`config.mk`:
```
export PLATFORM = sky130hd
export DESIGN_NAME = adder_sched
export DESIGN_NICKNAME = d
export VERILOG_FILES = /design/src/rtl/adder_sched.sv
export SDC_FILE = /design/constraint.sdc
export NUM_CORES = 1
export LEC_CHECK = 0
export ABC_AREA = 0
export ABC_CLOCK_PERIOD_IN_PS = 2800
export CAP_MARGIN = 20
export CORE_MARGIN = 3
export CORE_UTILIZATION = 40
export DETAILED_ROUTE_END_ITERATION = 8
export GPL_ROUTABILITY_DRIVEN = 0
export PLACE_DENSITY_LB_ADDON = 0.15
export SYNTH_ARGS = -nofsm -noshare
export SYNTH_HDL_FRONTEND = slang
export SYNTH_SLANG_ARGS = --single-unit
```
`constraint.sdc`:
```
create_clock -name clk -period 2.8 [get_ports clk]
set_input_delay 0.28 -clock clk [delete_from_list [all_inputs] [get_ports clk]]
set_output_delay 0.28 -clock clk [all_outputs]
set_load 0.01 [all_outputs]
```
`src/rtl/adder_sched.sv`:
```
// Two-requester add scheduler: one 8-bit adder is time-shared byte-serially,
// LSB first, across both requesters. Round-robin grant, one operation in flight.
module adder_sched #(
    parameter int NBYTES = 4
) (
    input  logic                  clk,
    input  logic                  rst_n,
    input  logic                  req0_valid,
    input  logic                  req1_valid,
    output logic                  req0_ready,
    output logic                  req1_ready,
    input  logic [8*NBYTES-1:0]   req0_a,
    input  logic [8*NBYTES-1:0]   req0_b,
    input  logic [8*NBYTES-1:0]   req1_a,
    input  logic [8*NBYTES-1:0]   req1_b,
    input  logic                  req0_cin,
    input  logic                  req1_cin,
    output logic                  res_valid,
    input  logic                  res_ready,
    output logic                  res_id,
    output logic [8*NBYTES-1:0]   res_sum,
    output logic                  res_cout,
    output logic                  res_ovf,
    output logic                  busy,
    output logic [1:0]            dbg_state
);
    localparam int CW = $clog2(NBYTES + 1);
    localparam int BW = $clog2(NBYTES);

    typedef enum logic [1:0] {
        IDLE = 2'd0,
        BUSY = 2'd1,
        DONE = 2'd2
    } state_e;

    // Handshake: a request is taken on a rising edge where reqN_valid && reqN_ready;
    // a result is consumed on a rising edge where res_valid && res_ready.
    state_e                   state_q, state_d;
    logic [CW-1:0]            cnt_q, cnt_d;
    logic [NBYTES-1:0][7:0]   a_q, a_d, b_q, b_d, sum_q, sum_d;
    logic                     carry_q, carry_d;
    logic                     id_q, id_d;
    logic                     last_q, last_d;
    logic                     cout_q, cout_d;
    logic                     ovf_q, ovf_d;

    logic                     grant0, grant1;
    logic [BW-1:0]            bidx;
    logic [8:0]               add;

    // last_q names the requester served most recently; the other wins a tie.
    assign grant0 = req0_valid && (!req1_valid || last_q);
    assign grant1 = req1_valid && (!req0_valid || !last_q);
    assign bidx   = cnt_q[BW-1:0];
    assign add    = {1'b0, a_q[bidx]} + {1'b0, b_q[bidx]} + {8'd0, carry_q};

    always_comb begin
        state_d    = state_q;
        cnt_d      = cnt_q;
        a_d        = a_q;
        b_d        = b_q;
        sum_d      = sum_q;
        carry_d    = carry_q;
        id_d       = id_q;
        last_d     = last_q;
        cout_d     = cout_q;
        ovf_d      = ovf_q;
        req0_ready = 1'b0;
        req1_ready = 1'b0;
        case (state_q)
            IDLE: begin
                req0_ready = grant0;
                req1_ready = grant1;
                if (grant0 || grant1) begin
                    a_d     = grant1 ? req1_a : req0_a;
                    b_d     = grant1 ? req1_b : req0_b;
                    carry_d = grant1 ? req1_cin : req0_cin;
                    id_d    = grant1;
                    last_d  = grant1;
                    cnt_d   = '0;
                    sum_d   = '0;
                    cout_d  = 1'b0;
                    ovf_d   = 1'b0;
                    state_d = BUSY;
                end
            end
            BUSY: begin
                // Counts 0..NBYTES-1 compute bytes; the extra count presents the result.
                if (cnt_q == CW'(NBYTES)) begin
                    state_d = DONE;
                end else begin
                    sum_d[bidx] = add[7:0];
                    carry_d     = add[8];
                    cnt_d       = cnt_q + CW'(1);
                    if (cnt_q == CW'(NBYTES - 1)) begin
                        cout_d = add[8];
                        ovf_d  = a_q[bidx][7] ^ b_q[bidx][7] ^ add[7] ^ add[8];
                    end
                end
            end
            DONE: begin
                if (res_ready) state_d = IDLE;
            end
            default: state_d = IDLE;
        endcase
    end

    always_ff @(posedge clk or negedge rst_n) begin
        if (!rst_n) begin
            state_q <= IDLE;
            cnt_q   <= '0;
            a_q     <= '0;
            b_q     <= '0;
            sum_q   <= '0;
            carry_q <= 1'b0;
            id_q    <= 1'b0;
            last_q  <= 1'b1;
            cout_q  <= 1'b0;
            ovf_q   <= 1'b0;
        end else begin
            state_q <= state_d;
            cnt_q   <= cnt_d;
            a_q     <= a_d;
            b_q     <= b_d;
            sum_q   <= sum_d;
            carry_q <= carry_d;
            id_q    <= id_d;
            last_q  <= last_d;
            cout_q  <= cout_d;
            ovf_q   <= ovf_d;
        end
    end

    assign res_valid = (state_q == DONE);
    assign busy      = (state_q != IDLE);
    assign res_sum   = sum_q;
    assign res_cout  = cout_q;
    assign res_ovf   = ovf_q;
    assign res_id    = id_q;
    assign dbg_state = state_q;
endmodule

```
# Yosys cells after proc, flatten, opt, wreduce, memory -nomap -nowiden
# Index checks and enable logic that the tools add are counted.
classes:
  addsub: 3
  magnitude_cmp: 2
  n_eq_ne: 9
  muxes: 32
  bitwise: 3
  reduce_logical: 16
op_table:
  columns: ["cell", "count"]
  rows:
  - ["$mux W32", 4]
  - ["$pmux W32 S2", 1]
  - ["$bmux W8 S2", 2]
  - ["$bwmux W32", 1]
  - ["$mux W8", 3]
  - ["$demux W8 S2", 1]
  - ["$mux W1", 10]
  - ["$add A8 B8 Y9", 1]
  - ["$add A9 B1 Y9", 1]
  - ["$ne A2 B2 Y1 const B", 4]
  - ["$mux W2", 3]
  - ["$mux W3", 2]
  - ["$pmux W1 S2", 3]
  - ["$pmux W2 S3", 1]
  - ["$pmux W3 S2", 1]
  - ["$reduce_and A3 Y1", 2]
  - ["$reduce_and A4 Y1", 1]
  - ["$reduce_bool A2 Y1", 2]
  - ["$add A3 B1 Y3 const B", 1]
  - ["$eq A3 B2 Y1 const B", 1]
  - ["$eq A3 B3 Y1 const B", 1]
  - ["$logic_and A1 B1 Y1", 3]
  - ["$logic_not A1 Y1", 3]
  - ["$logic_or A1 B1 Y1", 3]
  - ["8 further kinds", 10]
totals:
  regBits: 106

# Depth between registers and ports, before layout
# Gate-level depths: netlist of run 1.
depth:
  word_depth: 9
  depth_mapped: 11
  depth_no_buf: 9

# Least setup slack after synthesis of run 1
# Ideal clock, no wire load.
synth_path:
  path_kind: "flip-flop to flip-flop"
  from: "register cnt_q[0]"
  to: "register sum_q, in the netlist res_sum[14]"
  t_arrival_ns: 2.629
  required_time_ns: 2.670
  setup_slack_ns: 0.042
  path_stages_with_launch: 11
  n_path_buf: 1
  cell_sequence: "dfrtp_1 buf_2 mux4_2 fa_1 inv_1 fa_1 nand2b_1 a21oi_1 a31oi_1 xor2_1 o21ai_1"
synth_via:
  elab_chain_len: 7
  elab_cells_between_ends: 17
  cone_classes: "2 x add/sub; 2 x order compare; 2 x eq/ne; 9 x mux; 2 x reduce/logical"
synth_rtl:
  columns: ["element", "line", "rtl"]
  rows:
  - ["from (decl)", "39", "logic [CW-1:0] cnt_q, cnt_d;"]
  - ["from (signal assigned)", "122", "cnt_q <= cnt_d;"]
  - ["$bmux W8 S2, or another cell as far along", "55", "assign add = {1'b0, a_q[bidx]} + {1'b0, b_q[bidx]} + {8'd0, carry_q};"]
  - ["$mux W8 (not written as such) or $logic_and A1 B1 Y1 (tied branches)", "55, 92", null]
  - ["$add A8 B8 Y9 or $mux W8 (tied branches)", "55, 92", null]
  - ["$add A9 B1 Y9 or $demux W8 S2 (tied branches)", "55, 92", null]
  - ["$bwmux W32", "92", "sum_d[bidx] = add[7:0];"]
  - ["$mux W32", "89", "if (cnt_q == CW'(NBYTES)) begin"]
  - ["$pmux W32 S2", "70", "case (state_q)"]
  - ["to (signal assigned)", "125", "sum_q <= sum_d;"]
  - ["to (decl)", "40", "logic [NBYTES-1:0][7:0] a_q, a_d, b_q, b_d, sum_q, sum_d;"]
# Parallel ways exist; a longest one is shown, timed or not. The select of a mux whose other input is x is not followed.
# A chain may end at the register's enable or synchronous reset.

# Worst setup path in the final report of run 1
layout_path:
  from: "register cnt_q[0]"
  to: "register sum_q, in the netlist res_sum[30]"
# The elaborated chain is that of the path after synthesis.

==> impl_metrics.yaml, run 1 <==
power:
  irDropWorstVdd_uv: 749.5
  pwr_density_cell_nw_per_um2: 1164
  p_leak_nw: 3.361
cts:
  cts_buffers: 9
  htree_num_levels: 3
  cts.clk_slew.worst_paths_ps: 70
  cts.sinks: 106
  cts_tree: "built"
  cts_hold_buf: 0
  clock_path_buffers: 2
  cts_root_buf: "clkbuf_16"
  clock_latency_ps: 340
synth:
  ys_types: 41
  ys_top_cells_by_area: "dfrtp_1 (48%), mux2i_1 (12%), o21ai_1 (6.8%), mux4_2 (6.6%), nand2_1 (5.1%)"
  synth-edff-count: 0
  seq_area_frac_synth_pct: 48.97
  synth_flop_cell: "dfrtp_1"
  netlist.area_leader.share_pct: 48.49
  synth_nets: 650
  ys_seq_elements: 106
  synthCells: 501
  ys_warn_count: 0
  syn_area_um2: 5419
  synth_top_area_cell: "dfrtp_1"
  synth.avg_cell_area_um2: 10.82
  synthArstFlopShare_pct: 100.0
timing:
  relSlewSlack_pct: 48.09
  min_period_ps: 2620
  fin_skew_ps: 9.248
  worstMarginPinSlew_ps: 778.6
  setup_tns_ps: 0
  finalSetupViolations: 0
  min_period_over_period_pct: 93.57
  drv_slew: 0
  finalHoldViolations: 0
  rsz0062_at_grt: "no"
  fmax_mhz: 381.7
global_routing:
  top_usage_layer: "met2"
  grt_util_met2_pct: 30.85
  grt-ovfl-total: 0
  use_met3_pct: 3.180
  grt_util_met1_pct: 24.30
  grt_pass1_wl_um: 21390
  grt_pass1_vias: 4281
  grtUsageTotal_pct: 18.18
  grt_max_degree: 65
  antenna_found_initial: 0
routing:
  drt_wl_total_um: 12980
  drc_errors: 0
  vias: 4262
  wl_per_cell_um: 15.33
  drtIter0Drc: 262
  firstDrtPassIters: 4
  viasPerCell: 5.032
  drtAntennaViolNets: 0
critical_path:
  slowest_stage: "mux4_2"
  crit_path_frequent_cell: "fa_1"
  crit_type: "reg2reg"
  end_kind: "flop"
  crit_path_max_fanout: 5
  worst_path_dominant_cell_family: "adder cells"
  path_cells: "mux4_2, fa_1, inv_1, fa_1, nand2b_1, a21oi_2, a31oi_1, xor2_1, buf_4, o21ai_1"
  worst-endpoint-required_ps: 3020
  slowest_delay_ps: 530
  startpoint_type: "flop"
  crit_buf_inv: 2
  worstPathArrival_ps: 2840
floorplan:
  die_x_um: 122.4
  ios: 176
  row_count: 41
  start_util_pct: 41.92
  coreArea_um2: 12930
  die_area_um2: 14980
  die_h_um: 122.4
final_layout:
  antenna_cells: 0
  final_util_pct: 59.60
  synthToLayoutAreaGrowth_pct: 42.18
  num-nets-final: 819
  fillers: 1114
  layout-drive-gt1-share_pct: 9.926
placement:
  hpwl_um: 10290
  port_buffers: 175
outcome:
  outcome: "completed"
min_path:
  hp-class: "in2async"
job:
  maxCapViolations: 0
## logic make-up after synthesis
family,after synthesis,share of synthesized area [%]
buffers and inverters,44,4.618
adder cells (fa/ha/maj),14,3.510
XOR/XNOR,7,1.270
AND/OR/NAND/NOR,125,10.39
multiplexers,80,18.47
AO/OA/AOI/OAI,125,12.77
flip-flops,106,48.97
## power breakdown
group	internal, mW	total, mW	switching, mW
combinational	2.30	4.95	2.66
clock	0.801	1.39	0.586
sequential	2.21	2.63	0.415
total	5.31	8.97	3.66
## final timing paths
kind                                from           end  slack [ps]  cells after the start
min in group clk                 a_q[23]       a_q[23]         480                      2
worst min register to register   a_q[23]       a_q[23]         480                      2
worst min-delay path               rst_n        b_q[1]         0.5                      1
worst max-delay path            cnt_q[0]   res_sum[30]         180                     10
max in group asynchronous          rst_n  dbg_state[0]        1950                      2
worst max register to register  cnt_q[0]   res_sum[30]         180                     10
## state kept, by name (all words and copies together) (netlist names)
name	count
a_q	32
b_q	32
carry_q	1
cnt_q	3
dbg_state	2
last_q	1
res_cout	1
res_id	1
res_ovf	1
res_sum	32
## worst reg2reg max path, delay by kind of cell, from the launching register on
| kind | cells | cell delay [ps] |
|---|---|---|
| xor+xnor | 1 | 160 |
| mux | 1 | 530 |
| buf+inv | 2 | 240 |
| flops | 1 | 430 |
| fa+ha+maj | 2 | 650 |
| simple gates | 1 | 130 |
| compound gates | 3 | 360 |
## layout make-up
class                   count  area, um2  share of cell area, %
flip-flops and latches    106       2655                  34.46
multi-input cells         351       2537                  32.93
repair buffers            191       1923                  24.96
clock buffers               9      225.2                  2.923
well taps                 172      215.2                  2.793
clock inverters             7      107.6                  1.397
inverters                  11      41.29                 0.5359
## synthesized netlist by cell type, types with 2 or more instances
cell type and n:
o21ai_1 74, and2_1 3, buf_4 11, o21ai_0 31, xor2_1 3, nor2_1 2, nand2b_1 4, a21o_1 4
dfrtp_1 105, ha_1 12, fa_1 2, clkbuf_1 7, xnor2_1 3, buf_6 4, nor2_2 2, mux4_2 16
a211oi_1 2, a21oi_1 3, nand2_1 73, nand3_1 33, nand2_2 4, inv_1 11, mux2i_1 64, buf_2 11
## metrics by stage
step	hold slack [ps]	cell area, um2	power, mW	worst slack, ps	instances
after floorplan	-15.59	5419	5.836	41.67	501
after global routing	73.25	7705	9.745	15.39	847
after detailed placement	407.6	7356	7.577	50.08	830
after CTS	41.20	7696	9.056	30.20	847
after global placement	395.0	7356	7.424	131.3	830
final	0.4967	7705	8.966	179.9	847
## per-layer routing
| metal | up-vias | share of wire, % |
|---|---|---|
| met5 | - | 0 |
| met4 | 0 | 0.98 |
| met3 | 13 | 4.8 |
| met2 | 133 | 50 |
| met1 | 1989 | 45 |
| li1 | 2127 | - |
## cell usage in the layout, fill, tap and decap left out, drive strengths merged, types with 9 or more instances in the layout
cell type and count:
clkdlybuf4s50 174, nand3 33, mux2i 64, mux4 16, dfrtp 105, inv 14, ha 12, nand2 77
clkbuf 9, buf 17, o21ai 106
## timing repair
action | in CTS | in global routing
resized for setup | 0 | 3
setup endpoints to repair | 1 | 8
setup buffers | 1 | 0
pin swaps | 1 | 0
hold endpoints to repair | 0 | 0
Power figures use the tool's default switching activity.
==> inputs of run 2 (changes only) <==
- CELL_PAD_IN_SITES_DETAIL_PLACEMENT: unset -> 0
- CELL_PAD_IN_SITES_GLOBAL_PLACEMENT: unset -> 1
- CORE_UTILIZATION: 40 -> 32
==> run 2 against run 1 <==
The run now ends with negative hold slack left. Power rose by 3.0%. Critical path depth did not move. Sequential share of layout area fell by 0.45 points. Routed wire length rose by 8.9%. Cell count rose by 5.2%. Via count fell by 1.9%. Register-to-register slack barely moved. Clock-buffer cell count rose by 2. Largest power group unchanged. Combinational power rose by 4%.
==> impl_metrics.yaml, run 2 (synthesis results as in run 1) <==
cts:
  clock_path_buffers: 2
  cts_tree: "built"
  cts_buffers: 9
  cts.clk_slew.worst_paths_ps: 70
  cts.sinks: 106
  cts_root_buf: "clkbuf_16"
  htree_num_levels: 3
  clock_latency_ps: 340
placement:
  dp.cells: 874
  hpwl_um: 11080
  port_buffers: 175
  place_ws_ps: 23.74
routing:
  vias: 4179
  drc_errors: 0
  wl_per_cell_um: 15.87
  drtAntennaViolNets: 0
  viasPerCell: 4.690
  firstDrtPassIters: 4
  drtIter0Drc: 182
  drt_wl_total_um: 14140
critical_path:
  worst-endpoint-required_ps: 3020
  worstPathArrival_ps: 2840
  crit_path_max_fanout: 4
  startpoint_type: "flop"
  end_kind: "flop"
  crit_type: "reg2reg"
global_routing:
  grt_pass1_vias: 4364
  grt_max_degree: 55
  antenna_found_initial: 0
  grt_pass1_wl_um: 22970
  grtUsageTotal_pct: 15.84
  grt-ovfl-total: 0
floorplan:
  coreArea_um2: 16230
  ios: 176
  die_x_um: 136.1
  die_h_um: 136.1
  row_count: 46
  start_util_pct: 33.39
  die_area_um2: 18530
final_layout:
  final_cell_mix: "clkdlybuf4s50_1 (174), dfrtp_1 (104), nand2_1 (73), o21ai_1 (73), mux2i_1 (64)"
  layout_commonest_cell: "clkdlybuf4s50_1"
  antenna_cells: 0
  seq_area_um2: 2655
  layout-drive-gt1-share_pct: 9.630
  multiInputGateArea_um2: 2534
  stdcell_count: 891
  synthToLayoutAreaGrowth_pct: 44.08
  fillers: 1509
  num-nets-final: 819
timing:
  rsz0062_at_grt: "no"
  worstMarginPinSlew_ps: 728.5
  fmax_mhz: 381.8
  finalHoldViolations: 5
  relSlewSlack_pct: 51.43
  hold_slack_ps: -16.21
  fin_skew_ps: 5.213
  min_period_ps: 2619
  drv_slew: 0
  setup_tns_ps: 0
  setup_ws_ps: 180.8
  finalSetupViolations: 0
  min_period_over_period_pct: 93.54
min_path:
  hp-class: "in2async"
power:
  irDropWorstVdd_uv: 809.5
  pwr_density_cell_nw_per_um2: 1183
  p_leak_nw: 3.383
job:
  maxCapViolations: 0
outcome:
  violations: "negative hold slack"
  outcome: "finished with violations"
[run 2: final timing paths]
path	cells past startpoint	endpoint	slack, ps	start
max	10	res_sum[6]	180	cnt_q[0]
min	1	res_id	-20	rst_n
max reg2reg	10	res_sum[6]	180	cnt_q[0]
min reg2reg	2	b_q[19]	480	b_q[19]
max in group asynchronous	2	last_q	2020	rst_n
min in group clk	2	b_q[19]	480	b_q[19]
[run 2: repair_timing]
action	CTS	global route
gates resized for setup	0	1
hold buffers	0	0
setup buffers	0	1
setup endpoints to repair	0	5
[run 2: per-layer routing]
layer  wire, um  GRT usage [%]  up-vias
li1           -              -     2110
met2       7033          26.61      114
met4        116          3.191        0
met3        645          3.220        8
met5          0              0        -
met1       6348          21.34     1947
[run 2: cell type report]
class | instances | area share (%)
multi-input combinational | 351 | 32.45
clock inverter | 5 | 1.378
clock buffer | 11 | 3.109
inverter | 11 | 0.5288
tap | 216 | 3.462
timing repair buffer | 191 | 25.06
sequential | 106 | 34.01
[run 2: worst max-delay path, cell delays in order (launching register included)]
cell	delay (ps)
dfrtp_2	430
mux4_2	530
fa_1	460
inv_1	90
fa_1	190
nand2b_1	110
a21oi_1	120
a31oi_1	220
xor2_1	150
buf_4	140
o21ai_1	70
[run 2: stage by stage]
stage	cell area, um2	hold slack (ps)	total power, mW	util (%)
floorplan	5419	-15.59	5.836	-
global placement	7448	371.9	7.713	45.89
detailed placement	7448	374.1	7.820	45.89
CTS	7799	8.017	9.322	48.05
global route	7807	25.15	10.02	48.10
finish	7807	-16.21	9.234	48.10
[run 2: where the power goes]
part           switching (mW)  total (mW)  internal, mW
clock network           0.561        1.47         0.906
registers               0.408        2.62          2.21
logic                    2.77        5.14          2.38
total                    3.74        9.23          5.50
==> RTL edit, RTL diff (settings of run 1) <==
Change the parameter `NBYTES` from 4 to 8.
--- a/src/rtl/adder_sched.sv
+++ b/src/rtl/adder_sched.sv
@@ -3,3 +3,3 @@
 module adder_sched #(
-    parameter int NBYTES = 4
+    parameter int NBYTES = 8
 ) (
Ports: changed (5 resized); port bits go from 176 to 336. The function was not compared with the original's and may differ.
==> RTL edit against run 1 <==
The run now ends with setup timing left; count of clock-buffer cells in the layout is 19 higher; sequential share of layout area fell by 0.60 points; worst setup slack worse by 0.33 ns; wire length rose by 140%; synthesized area rose by 88%; maximum frequency decreased by 11%; worst hold slack gained 0.40 ns; power rose by 110%; design area is 95% higher; clock skew grew 0.016 ns; sequential cell count grew 97; cell count up 99%; largest cell class unchanged.
==> RTL edit: results <==
{
  "setup_slack_ns": -0.154,
  "grt_max_degree": 154,
  "crit_arrival_ns": 3.34,
  "clock_skew_ns": 0.0252,
  "post-place-cells": 1650,
  "path_clk_slew_ns": 0.06,
  "vias": 8674,
  "grt_use_total_pct": 22.0,
  "violations": "setup timing",
  "antenna_found_initial": 0,
  "drive_above_1_share_pct": 12.6,
  "syn_nets": 1265,
  "ys_async_sr_fraction_pct": 100,
  "place_ws_ns": -0.204,
  "synthTopCellsByArea": "dfrtp_1 50%, mux2i_1 13%, o21ai_0 7.8%",
  "synth-main-ff-cell": "dfrtp_1",
  "wl_um": 31000,
  "ys.warnings.count": 0,
  "vias_per_cell": 5.14,
  "status": "complete, but fails checks",
  "gr-usage-met2_pct": 37.9,
  "ys_top_cells_by_count": "202 x dfrtp_1, 159 x nand2_1, 159 x o21ai_0",
  "hold_class": "input pin to flip-flop",
  "post_synth_num_cell_types": 55,
  "placed_area_um2": 14200,
  "tns_ns": -3.12,
  "antenna_cells": 0,
  "dp_hpwl_um": 24000,
  "first_pass_iters": 4,
  "cp_max_fo": 7,
  "io_buffers": 335,
  "synth-seq-area-share_pct": 49.9,
  "clock-root-buffer": "clkbuf_16",
  "fillCellCount": 2224,
  "cts_htree_levels": 1,
  "syn_area_per_cell_um2": 10.3,
  "finalSetupViolCount": 35,
  "max-vdd-ir-drop_uv": 1050,
  "use_met1_pct": 29.7,
  "grt_pass1_vias": 8513,
  "drt_iter0_drc": 645,
  "p_leak_nw": 6.62,
  "clockBufferDepth": 3,
  "insertion_delay_ns": 0.50,
  "nets": 1625,
  "tightest_slew_ns": 0.682,
  "grt_util_met3_pct": 3.59,
  "cts-buffers-inserted": 21,
  "grt_pass1_wl_um": 46600
}
## RTL edit: final timing paths
check / startpoint / to / slack [ns] / cells past startpoint
worst max-delay path: cnt_q[0] / res_ovf / -0.15 / 11
worst min-delay path: req0_a[8] / a_q[8] / 0.40 / 3
worst max register to register: cnt_q[0] / res_ovf / -0.15 / 11
worst min register to register: a_q[46] / a_q[46] / 0.48 / 2
max in group asynchronous: rst_n / b_q[49] / 1.52 / 3
min in group asynchronous: rst_n / a_q[35] / 0.42 / 2
## RTL edit: timing repair
action                                  in CTS  in global routing
endpoints found under the setup margin      35                 38
endpoints found under the hold margin       83                  0
pin swaps                                    6                 10
gates resized for setup                     17                 10
gates cloned                                 0                  0
hold buffers                                 1                  0
buffers inserted                             1                  0
## RTL edit: layout make-up
type                    count  area (um2)  share of cell area, %
flip-flops and latches    203        5080                   33.9
well taps                 324         405                   2.70
clock buffers              28         582                   3.87
multi-input cells         708        4810                   32.0
repair buffers            407        4000                   26.6
clock inverters             8        95.1                  0.633
inverters                  10        37.5                  0.250
## RTL edit: power breakdown
group	switching [mW]	internal [mW]	leakage, nW	total, mW
registers	0.927	4.31	2.56	5.23
logic	5.70	4.82	3.74	10.5
clock network	1.12	1.64	0.329	2.76
## RTL edit: logic make-up after synthesis
family / share of synthesized area (%)
DFF: 49.9
AOI/OAI and AO/OA: 14.9
adders and majority gates: 1.50
buffers and inverters: 4.53
and+or+nand+nor: 11.4
muxes: 17.0
xor gates and xnor gates: 0.676
## RTL edit: layer usage
metal,vias up,part of all wire (%)
li1,4286,-
met1,4058,43
met2,298,49
met3,32,5.8
met4,0,1.6
met5,-,0
## RTL edit: critical path, stage by stage (launching register included)
cell and delay, ns:
dfrtp_2 0.40, buf_6 0.15, mux2_2 0.34, a22o_1 0.20, or3_1 0.36, ha_4 0.24
a211oi_2 0.26, o21ai_2 0.13, o31ai_4 0.31, buf_4 0.18, xnor2_1 0.06, o32ai_1 0.20
